**src/rtl/dac_frame_tx.sv**
```systemverilog
// dac_frame_tx
//   Serial frame transmitter for the DATA and CONVER word loaders. Accepts
//   a pair of N-bit words through a valid/ready handshake. It holds the reset
//   of each selected loader low, then shifts out {word, 1'b1} LSB first. The
//   flag bit therefore lands in the loader's stop position and freezes it.
//
// Ports
//   clk          system clock, rising edge
//   rst          asynchronous active-high reset
//   data_word    word for the DATA lane
//   conver_word  word for the CONVER lane
//   lane_en      bit0 = DATA, bit1 = CONVER; sampled at accept only
//   valid        send request; accepted when valid && ready
//   ready        high while idle and able to accept
//   ser_data     serial line to the DATA loader
//   ser_conver   serial line to the CONVER loader
//   rx_rst_n     active-low loader resets, bit0 = DATA, bit1 = CONVER
//   done         one-cycle pulse at frame completion
//   busy         ~ready
//
// States
//   state   | meaning
//   S_IDLE  | waiting for valid; loaders released, lines low
//   S_CLR   | RST_CYC cycles holding enabled loaders in reset
//   S_SHIFT | N+1 cycles driving flag then word bits on enabled lanes
//   S_DONE  | one cycle, raises done
//
// All outputs are registered decodes of the current state. Each output
// therefore trails the state by one cycle. The exception is ready, which
// also drops on the accept edge so that a second request cannot be taken
// while the FSM is already leaving IDLE.
module dac_frame_tx #(
  parameter int N       = 8,
  parameter int RST_CYC = 2
) (
  input  logic         clk,
  input  logic         rst,
  input  logic [N-1:0] data_word,
  input  logic [N-1:0] conver_word,
  input  logic [1:0]   lane_en,
  input  logic         valid,
  output logic         ready,
  output logic         ser_data,
  output logic         ser_conver,
  output logic [1:0]   rx_rst_n,
  output logic         done,
  output logic         busy
);

  localparam int SW = $clog2(N + 1);

  typedef enum logic [1:0] {
    S_IDLE  = 2'd0,
    S_CLR   = 2'd1,
    S_SHIFT = 2'd2,
    S_DONE  = 2'd3
  } state_t;

  state_t        r_state, w_state_nxt;
  logic [3:0]    r_clr_cnt, w_clr_cnt_nxt;
  logic [SW-1:0] r_bit_cnt, w_bit_cnt_nxt;
  logic [N-1:0]  r_data_word, r_conver_word;
  logic [1:0]    r_lane_en;

  logic          r_ready, r_busy, r_ser_data, r_ser_conver, r_done;
  logic [1:0]    r_rx_rst_n;
  logic          w_ready_nxt, w_ser_data_nxt, w_ser_conver_nxt, w_done_nxt;
  logic [1:0]    w_rx_rst_n_nxt;

  logic          w_accept;
  logic [N:0]    w_frame_data, w_frame_conver;

  // r_ready high implies the FSM is in IDLE, so accept needs no state term.
  assign w_accept       = valid && r_ready;
  assign w_frame_data   = {r_data_word, 1'b1};
  assign w_frame_conver = {r_conver_word, 1'b1};

  always_comb begin
    w_state_nxt      = r_state;
    w_clr_cnt_nxt    = r_clr_cnt;
    w_bit_cnt_nxt    = r_bit_cnt;
    w_ready_nxt      = 1'b0;
    w_ser_data_nxt   = 1'b0;
    w_ser_conver_nxt = 1'b0;
    w_rx_rst_n_nxt   = 2'b11;
    w_done_nxt       = 1'b0;
    case (r_state)
      S_IDLE: begin
        w_ready_nxt = ~w_accept;
        if (w_accept) begin
          if (lane_en == 2'b00) begin
            w_state_nxt = S_DONE;
          end else begin
            w_state_nxt   = S_CLR;
            w_clr_cnt_nxt = 4'(RST_CYC - 1);
          end
        end
      end
      S_CLR: begin
        w_rx_rst_n_nxt = ~r_lane_en;
        if (r_clr_cnt == '0) begin
          w_state_nxt   = S_SHIFT;
          w_bit_cnt_nxt = '0;
        end else begin
          w_clr_cnt_nxt = r_clr_cnt - 1'b1;
        end
      end
      S_SHIFT: begin
        w_ser_data_nxt   = r_lane_en[0] & w_frame_data[r_bit_cnt];
        w_ser_conver_nxt = r_lane_en[1] & w_frame_conver[r_bit_cnt];
        if (r_bit_cnt == SW'(N)) begin
          w_state_nxt = S_DONE;
        end else begin
          w_bit_cnt_nxt = r_bit_cnt + 1'b1;
        end
      end
      S_DONE: begin
        w_done_nxt  = 1'b1;
        w_state_nxt = S_IDLE;
      end
      default: begin
        w_state_nxt = S_IDLE;
      end
    endcase
  end

  always_ff @(posedge clk or posedge rst) begin
    if (rst) begin
      r_state       <= S_IDLE;
      r_clr_cnt     <= '0;
      r_bit_cnt     <= '0;
      r_data_word   <= '0;
      r_conver_word <= '0;
      r_lane_en     <= '0;
      r_ready       <= 1'b0;
      r_busy        <= 1'b1;
      r_ser_data    <= 1'b0;
      r_ser_conver  <= 1'b0;
      r_rx_rst_n    <= 2'b00;
      r_done        <= 1'b0;
    end else begin
      r_state      <= w_state_nxt;
      r_clr_cnt    <= w_clr_cnt_nxt;
      r_bit_cnt    <= w_bit_cnt_nxt;
      r_ready      <= w_ready_nxt;
      r_busy       <= ~w_ready_nxt;
      r_ser_data   <= w_ser_data_nxt;
      r_ser_conver <= w_ser_conver_nxt;
      r_rx_rst_n   <= w_rx_rst_n_nxt;
      r_done       <= w_done_nxt;
      if (w_accept) begin
        r_data_word   <= data_word;
        r_conver_word <= conver_word;
        r_lane_en     <= lane_en;
      end
    end
  end

  assign ready      = r_ready;
  assign busy       = r_busy;
  assign ser_data   = r_ser_data;
  assign ser_conver = r_ser_conver;
  assign rx_rst_n   = r_rx_rst_n;
  assign done       = r_done;

endmodule

```
**config.mk**
```make
export PLATFORM = sky130hd
export DESIGN_NAME = dac_frame_tx
export DESIGN_NICKNAME = d
export VERILOG_FILES = /design/src/rtl/dac_frame_tx.sv
export SDC_FILE = /design/constraint.sdc
export NUM_CORES = 1
export LEC_CHECK = 0
export CORE_MARGIN = 4
export CORE_UTILIZATION = 55
export CTS_BUF_LIST = sky130_fd_sc_hd__clkbuf_4 sky130_fd_sc_hd__clkbuf_8
export DETAILED_ROUTE_END_ITERATION = 7
export GPL_ROUTABILITY_DRIVEN = 1
export PLACE_DENSITY = 0.93
export SYNTH_ARGS = -nofsm -noshare
export SYNTH_HDL_FRONTEND = slang
export SYNTH_SLANG_ARGS = --single-unit
```
**constraint.sdc**
```tcl
create_clock -name clk -period 4.3 [get_ports clk]
set_clock_uncertainty 0.15 [all_clocks]
set_input_delay 1.075 -clock clk [delete_from_list [all_inputs] [get_ports clk]]
set_output_delay 1.075 -clock clk [all_outputs]
set_load 0.01 [all_outputs]
```
# After elaboration in Yosys (flattened, before gate mapping)

Cells that the tools add are included.

Add/sub/neg operators: 2
$mul: 0
Div/mod/pow operators: 0
Magnitude comparators: 1
Eq/ne operators: 10
Shift operators: 0
Multiplexer cells: 21
Bitwise operators: 5
Reductions and logical operators: 9

Operator list:

| cell                | count |
|---|---|
| $mux 4              | 5 |
| $pmux 4 s2          | 2 |
| $ne 2x2->1 const B  | 6 |
| $mux 2              | 5 |
| $bmux 1 s4          | 2 |
| $pmux 2 s4          | 1 |
| $mux 1              | 6 |
| $reduce_and 3->1    | 2 |
| $lt 4x5->1 const B  | 1 |
| $add 4x1->4 const B | 1 |
| $eq 2x2->1 const B  | 2 |
| $eq 4x4->1 const B  | 1 |
| $logic_not 2->1     | 2 |
| $logic_not 4->1     | 1 |
| $reduce_and 4->1    | 1 |
| $reduce_bool 2->1   | 2 |
| $sub 4x1->4 const B | 1 |
| $and 1x1->1         | 2 |
| $eq 2x1->1 const B  | 1 |
| $not 1->1           | 2 |
| $not 2->2           | 1 |
| $logic_and 1x1->1   | 1 |

Register bits after elaboration: 35
Latch bits: 0
Bits in writable memories: 0
ROM bits: 0
Input bits: 21
Output and inout bits: 7
Memories: 0

# Depth between registers and ports, before layout

Gate-level depths: netlist (run 1).

Depth after elaboration: 4
Gate-level depth with buffers: 7
Mapped depth without buffers: 6

# Worst setup path before layout (run 1)

OpenSTA, ideal clock, no wires.

Path kind: input -> register
Start point: in valid
End point: reg r_state[1]
Setup time: 0.079 ns
Arrival: 1.796 ns
Slack: 2.275 ns
Stages: 4
Cells stage by stage: nand2_2 -> buf_2 -> a221oi_4 -> mux2i_1

Cells in the longest elaborated chain, start to end: 3

Ends and longest elaborated chain:

| element                           | line | RTL |
|---|---|---|
| from (decl)                       | 41   | `input logic valid,` |
| $logic_and 1x1->1                 | 74   | `assign w_accept = valid && r_ready;` |
| $ne 2x2->1 (no source line)       | -    |  |
| $reduce_and 3->1 (no source line) | -    |  |
| to (signal assigned)              | 142  | `r_state <= w_state_nxt;` |
| to (decl)                         | 59   | `state_t r_state, w_state_nxt;` |

Every way passes these cells.
A chain may end at the register's enable or synchronous reset.

# Worst setup path after layout (run 1)

Start point: reg r_busy (netlist: busy)
End point: out busy

RTL lines:

| element                | line | RTL |
|---|---|---|
| from (decl)            | 65   | `logic r_ready, r_busy, r_ser_data, r_ser_conver, r_done;` |
| from (signal assigned) | 146  | `r_busy <= ~w_ready_nxt;` |
| to (decl)              | 47   | `output logic busy` |

No word-level cell between the ends.

==> results.md, run 1 <==
Route:
- The count of nets left with antenna violations once routing finished came out at 0.
- The detailed-route via count is approximately 1300.
- After detailed routing, the number of remaining DRC violations is 0.
- The count of TritonRoute iterations in the first routing pass is 4.
- In the final routed layout, each cell accounts on average for about 16 um.
- After the first detailed-routing iteration, the DRC count stood at between 90 and 100.
- The final routed wirelength across all metal layers is roughly 3500 um.
- After detailed routing, the number of vias per cell comes to around 5.7.

Floorplan:
- In this run the vertical extent of the chip is 64.4 um.
- The initial standard-cell utilization of the core is 0.573.
- The floorplan step set the die width to 64.4 um.
- The area of the core is 3050 um^2.
- The die covers 4150 um^2.
- The total number of placement rows is 20.
- The number of ports placed on the die boundary is 28.

Final layout:
- From synthesis to final layout, the design area changed by 21.5%.
- Once layout is done, the placed cells without fillers occupy about 2100 um^2.
- The share of layout cells above drive strength 1 is 0.183.
- The number of antenna diodes in the final layout is 0.
- The number of nets in the layout is about 200.
- For this run, the share of the core covered by cells in the final layout is 0.696.

Worst setup path:
- The type of element capturing the critical path is an output port.
- Traced cell by cell, the critical path runs through clkdlybuf4s50_1.
- The required time reported for the critical path endpoint is about 3100 ps.
- The number of buffers and inverters on the critical path is 1.
- The critical path start-end classification is reg -> out.
- STA classifies the critical path startpoint as a flip-flop.
- The endpoint arrival time on the critical path is roughly 1400 ps.
- The maximum fanout along the worst path is 1.
- The top cell family by delay on the critical path is flip-flops.
- The library cell contributing the largest single delay on the critical path is dfstp_2.
- The largest stage delay on the critical path is ~520 ps.

Global routing:
- The first-pass GRT wire length is 5940 um.
- The initial antenna violation count was 0.
- The overall global routing resource usage is 0.190.
- After global routing the overflow that remains totals 0.
- Entering global routing, the biggest net connects 21 pins.
- The via count of the first global-routing pass is roughly 1400.

Synthesis:
- Each instance of the synthesized netlist takes up on average around 12 um^2.
- When the netlist entered floorplanning its net count stood at about 170.
- The most repeated cell in the gate-level netlist after synthesis is dfrtp_1.
- By area the synthesized netlist is led by dfrtp_1 (49%), mux2_2 (7.1%), ha_1 (6.4%).
- After synthesis, the share of flip-flops with an asynchronous set or reset is 1.00.
- The number of synthesized flops with an enable pin is 0.
- Synthesis handed over a netlist of ~140 instances.
- The share of synthesized area in the top cell type comes to 0.486.
- The synthesized design contains 35 register bits.
- By count the netlist is led by dfrtp_1 (34), nand2_1 (13), mux2_2 (11), inv_1 (10), mux2_1 (10).
- The most used flip-flop cell after synthesis is dfrtp_1.
- The number of warnings printed during yosys synthesis is 0.
- The share of the Yosys chip area taken by registers is 0.501.
- The top cell type by total area after synthesis is dfrtp_1.
- Synthesis instantiated 40 different standard cells from the library.
- After synthesis the cells add up to roughly 1700 um^2.

Pwr:
- The combinational group share of total power is 0.465.
- Of the total power, the clock network draws 0.137.
- Power spread over the standard cell area amounts to between 700 and 800 nW/um^2.
- Internal power comes to about 0.95 mW.
- The power consumption is 1.53 mW.
- The standby leakage power is between 0.9 and 1 nW.
- The worst-case IR drop observed on VDD is 0.365 mV.
- The net switching share of the total power is 0.376.
- The net load switching power is between 0.5 and 0.6 mW.
- The sequential power share is 0.399.

STA:
- Subtracting the final worst setup slack from the clock period gives 2600 ps.
- The highest clock rate is just under 0.4 GHz.
- The least setup slack across all paths after layout is around 1700 ps.
- Measured against its own limit, the worst slew margin works out to 0.566.
- Setup repair after global routing left no endpoint under its margin.
- At the pin with the least slew margin, the transition time is ~650 ps.
- In the finished design, the share of the clock period the worst path needs comes to 0.605.
- Setup violations remaining at the end of the flow were counted as 0.
- The number of pins with negative max-slew slack in the final report is 0.
- The number of endpoints with negative hold slack in the final report was 0.
- The final-layout setup total negative slack is 0 ps.

CTS:
- The maximum buffer depth of the clock tree is 2.
- The H-tree depth is 2.
- The number of clock buffers inserted by TritonCTS is 5.
- TritonCTS built the clock tree.
- Post-CTS timing repair inserted 0 buffers for setup.
- The clock root buffer is clkbuf_4.
- The count of clock tree sinks is 35.
- After clock tree synthesis, the clock-pin slew on the worst setup and hold paths is 100 ps.
- The number of cells upsized or downsized after cts is 0.
- Clock latency on the worst-skew pair, taken at its later pin, is about 340 ps.
- In this run, post-CTS hold repair placed 0 buffers.

Placement:
- The setup slack after placement is between 1500 and 2000 ps.
- The total cell area at the placement stage is a little over 2000 um^2.
- The count of buffers from port buffering is 27.
- Once detailed placement completed, the half-perimeter wirelength came to 2740 um.
- The final RePlAce weighted congestion is between 0.8 and 0.9.

Status:
- The run finished with clean final reports.

Hold path:
- In this run the worst hold path is classified as reg -> reg.

Job:
- Max-cap violations in this run came to 0.
[metrics by stage]
step	cells	hold WS (ps)
global placement	211	321
global route	219	366
CTS	219	343
floorplan	144	271
detailed placement	211	320
finish	219	337
[logic make-up after synthesis]
logic type,Yosys count,synth area share
compound gates,30,0.137
mux,24,0.167
buf+inv,16,0.0408
fa+ha+maj,9,0.0644
simple gates,30,0.0901
flops,35,0.501
[sequential cells by signal, indices dropped and copies added, names as in the netlist]
name and cells:
r_lane_en 2, r_data_word 8, done 1, r_state 2, ser_data 1, ready 1, rx_rst_n 2, r_clr_cnt 4
busy 1, r_conver_word 8, r_bit_cnt 4, ser_conver 1
[per-layer routing]
layer	share of wire	vias to the layer above	GRT usage
li1	-	588	-
met1	0.40	617	0.211
met2	0.52	41	0.329
met3	0.046	10	0.0404
met4	0.026	0	0.119
met5	0	-	0
[area by class of cell]
type | instances | area, um^2
repair buffers | 28 | 278
inverters | 11 | 41.3
multi-input cells | 93 | 801
clock buffers | 8 | 72.6
fillers | 232 | 928
well taps | 44 | 55.1
flip-flops and latches | 35 | 877
[layout by cell type (no fill, tap or decap), types with 2 or more instances in the layout]
cell,synthesis,routed
dfrtp_1,34,34
clkdlybuf4s50_1,0,27
nand2_1,13,13
mux2_2,11,11
inv_1,10,10
mux2_1,10,10
ha_1,9,9
clkbuf_4,1,6
a22o_1,5,5
a21oi_1,4,4
o221ai_1,3,3
o22ai_1,3,3
nand3_1,3,3
nor2_1,3,3
a31oi_1,3,3
o211ai_1,2,2
nand2_2,2,2
mux4_2,2,2
o21ai_1,2,2
clkbuf_8,0,2
[path summary, 6_finish.rpt]
kind / startpoint / end / slack (ps) / depth (start not counted)
hold reg to reg: r_lane_en[0] / rx_rst_n[0] / 340 / 1
setup / recovery: busy / busy / 1700 / 1
setup reg to reg: r_clr_cnt[0] / r_state[1] / 2230 / 6
hold / removal: r_lane_en[0] / rx_rst_n[0] / 340 / 1
max in group asynchronous: rst / r_bit_cnt[1] / 2350 / 3
min in group asynchronous: rst / r_conver_word[1] / 970 / 2
[power groups by stage]
stage,sequential [mW],clock [mW],combinational [mW]
after floorplan,0.585,0,0.525
after global placement,0.602,0,0.651
after detailed placement,0.613,0,0.705
after CTS,0.607,0.211,0.709
after global routing,0.627,0.227,0.776
final,0.608,0.209,0.709
No activity file was read; power rests on OpenSTA's default activity.
==> run 2: changes to the inputs <==
--- a/config.mk
+++ b/config.mk
@@ -6,11 +6,11 @@
 export NUM_CORES = 1
 export LEC_CHECK = 0
 export CORE_MARGIN = 4
-export CORE_UTILIZATION = 55
+export CORE_UTILIZATION = 50
 export CTS_BUF_LIST = sky130_fd_sc_hd__clkbuf_4 sky130_fd_sc_hd__clkbuf_8
 export DETAILED_ROUTE_END_ITERATION = 7
 export GPL_ROUTABILITY_DRIVEN = 1
-export PLACE_DENSITY = 0.93
+export PLACE_DENSITY = 0.89
 export SYNTH_ARGS = -nofsm -noshare
 export SYNTH_HDL_FRONTEND = slang
 export SYNTH_SLANG_ARGS = --single-unit
==> constraint.sdc (replaced) <==
create_clock -name clk -period 2.15 [get_ports clk]
set_clock_uncertainty 0.15 [all_clocks]
set_input_delay 0.5375 -clock clk [delete_from_list [all_inputs] [get_ports clk]]
set_output_delay 0.5375 -clock clk [all_outputs]
set_load 0.01 [all_outputs]
==> run 2 against run 1 <==
  * Via count grew 3.7%
  * Hold slack better by 0.58 ps
  * Critical path depth unchanged
  * Non-clock buffer count up 4
  * Combinational power is 110% higher
  * Utilization is 5.5 points lower
  * Highest routed layer unchanged
  * Global-route usage decreased by 0.056 points
==> results.md, run 2 (same netlist as run 1, synthesis figures left out) <==
Global routing:
- The overall overflow remaining after global route is 0.
- The overall global routing resource usage is 0.189.
- The first global-routing pass estimated 6220 um of wire.
- Entering global routing, the biggest net connects 36 pins.
- The via count of the first global-routing pass was between 1000 and 1500.
- The initial antenna violation count was 0.

Pwr:
- The net switching share of the total power is 0.379.
- The share of total power dissipated in the clock network is 0.118.
- The net load switching power is 1.16 mW.
- The analysis attributes to cell leakage a power of ~0.94 nW.
- The internal portion of the total power is roughly 1.9 mW.
- The highest ir drop seen on vdd is about 0.95 mV.
- The share of total power dissipated in combinational logic is 0.487.
- The sequential power share is 0.395.
- Power spread over the standard cell area amounts to ~1400 nW/um^2.

Floorplan:
- The die boundary width is approximately 67 um.
- The floorplan has 21 rows.
- The die boundary height is approximately 67 um.
- The area of the core is 3360 um^2.
- During I/O placement, the number of pins put on the boundary was 28.
- For this configuration, the core starts out at a cell density of 0.520.
- The full die area is between 4000 and 5000 um^2.

Worst setup path:
- The endpoint arrival time on the critical path is 1390 ps.
- The required time reported for the critical path endpoint is 1460 ps.
- The worst setup path is launched from a flip-flop.
- The kind of cell with the highest combined delay along the critical path is flip-flops.
- The cell depth of the worst flop-to-flop path is 5.
- The setup check on the worst reg-to-reg path leaves a slack of between 200 and 250 ps.
- The start of the worst register-to-register path is r_bit_cnt[0].
- The endpoint identified for the worst register-to-register timing path is r_state[1].
- STA classifies the critical path endpoint as an output port.
- The critical path start-end classification is reg -> out.
- Traced cell by cell, the critical path runs through clkdlybuf4s50_1.
- The library cell contributing the largest single delay on the critical path is dfstp_2.
- The combined buffer and inverter count along the critical path is 1.
- In this run the worst path has a maximum fanout of 1.
- In this design, the stage delay of the slowest critical-path cell is between 500 and 600 ps.

CTS:
- The H-tree depth is 2.
- In this run, post-CTS hold repair placed 0 buffers.
- The tree is rooted in a clkbuf_4.
- The number of setup buffers added after CTS is 0.
- The number of cells upsized or downsized after cts is 0.
- The worst-skew pair later-pin latency is approximately 330 ps.
- The TritonCTS clock tree is yes.
- The maximum buffer depth of the clock tree is 2.
- Clock tree synthesis found a total of 35 sinks.
- The register clock-pin slew on the reported worst setup and hold paths is around 100 ps.
- In this run, CTS created clock tree buffers numbering 5.

Route:
- The detailed-route via count is about 1300.
- The final routed wirelength across all metal layers is 3710 um.
- The remaining design rule violation count is 0.
- The detailed router's first-iteration violation count is 62.
- Dividing the detail-routed via count by the number of cells gives between 5 and 6.
- In the final routed layout, each cell accounts on average for between 15 and 20 um.
- The count of nets left with antenna violations after detail routing is 0.
- The count of TritonRoute iterations in the first routing pass is 4.

Final layout:
- The share of layout cells above drive strength 1 is 0.201.
- The number of diodes is 0.
- Leaving out fill and tap cells, the most frequent cells in the layout are dfrtp_1 (34), clkdlybuf4s50_1 (27), nand2_1 (13), mux2_2 (11).
- The fill cell total of the finished layout is 264.
- Leaving out fill and tap cells, the most frequent cell in the layout is dfrtp_1.
- In the final design database the tool counted about 210 nets.
- The area growth from synthesis to layout is 23.2%.
- In the final layout, the registers with the most flip-flops are r_conver_word (8), r_data_word (8).
- The final instance area is about 2200 um^2.

Placement:
- After detailed placement, the total cell area comes to between 2000 and 2500 um^2.
- The count of buffers added on input and output ports is 27.
- The congestion estimate from routability-driven global placement came to between 0.8 and 0.9.
- The wire-length estimate of the detail-placed layout is ~2800 um.

STA:
- Setup repair after global routing left no endpoint under its margin.
- The post-layout minimum cycle time is 2080 ps.
- At the pin with the least slew margin, the transition time is between 400 and 500 ps.
- Timing would allow up to approximately 0.48 GHz.
- Setup violations remaining at the end of the flow were counted as 0.
- The number of pins with negative max-slew slack in the final report is 0.
- After routing, the total negative slack on setup checks comes to 0 ps.
- Headroom to the max-slew limit came out at 0.714.
- The period utilization is 0.968.
- The number of endpoints with negative hold slack in the final report was 0.

Hold path:
- The count of cells along the worst hold path is 1.
- The worst hold path class is reg -> reg.
- The sink of the worst hold path is rx_rst_n[1].
- The hold path startpoint is r_lane_en[1].

Job:
- The tool flagged a number of max-cap violations equal to 0.

Status:
- The run finished with clean final reports.
run 2: cell count changes in the layout (fill, tap and decap cells not counted), sizes merged:
cell,change
buf,+4
clkbuf,-1
clkinv,+1
run 2: power by group through the flow:
stage	logic [mW]	registers, mW	clock network [mW]
finish	1.49	1.21	0.360
global route	1.64	1.24	0.397
CTS	1.49	1.20	0.372
detailed placement	1.47	1.22	0
global placement	1.39	1.18	0
floorplan	1.05	1.17	0
run 2: cell type report:
| cell class | instances | area [um^2] | share of cell area |
|---|---|---|---|
| clock buffer | 7 | 52.6 | 0.0244 |
| clock inverter | 1 | 5.00 | 0.00232 |
| inverter | 11 | 41.3 | 0.0192 |
| multi-input combinational | 93 | 801 | 0.372 |
| sequential | 35 | 877 | 0.407 |
| tap | 46 | 57.6 | 0.0267 |
| timing repair buffer | 32 | 320 | 0.149 |
run 2: layer usage:
metal,GRT usage,up-vias,wire (um)
met5,0,-,0
met1,0.226,633,1460
met2,0.317,59,1910
li1,-,594,-
met3,0.0366,16,209
met4,0.111,0,130
run 2: worst max path at each step:
stage,from,to,slack [ps],depth (start not counted)
detailed placement,lane_en[0],r_clr_cnt[2],60,5
floorplan,r_clr_cnt[0],r_state[0],450,6
global placement,lane_en[0],r_clr_cnt[2],140,5
CTS,busy,busy,50,1
global route,busy,busy,30,1
finish,busy,busy,70,1
run 2: per-stage QoR:
step                total power [mW]  utilization  worst slack (ps)  instances  hold slack (ps)
CTS                             3.07        0.641              48.4        225              340
floorplan                       2.22            -               448        144              271
global route                    3.27        0.641              30.3        225              356
detailed placement              2.69        0.624              60.0        217              324
global placement                2.57        0.624               143        217              321
finish                          3.05        0.641              68.2        225              337
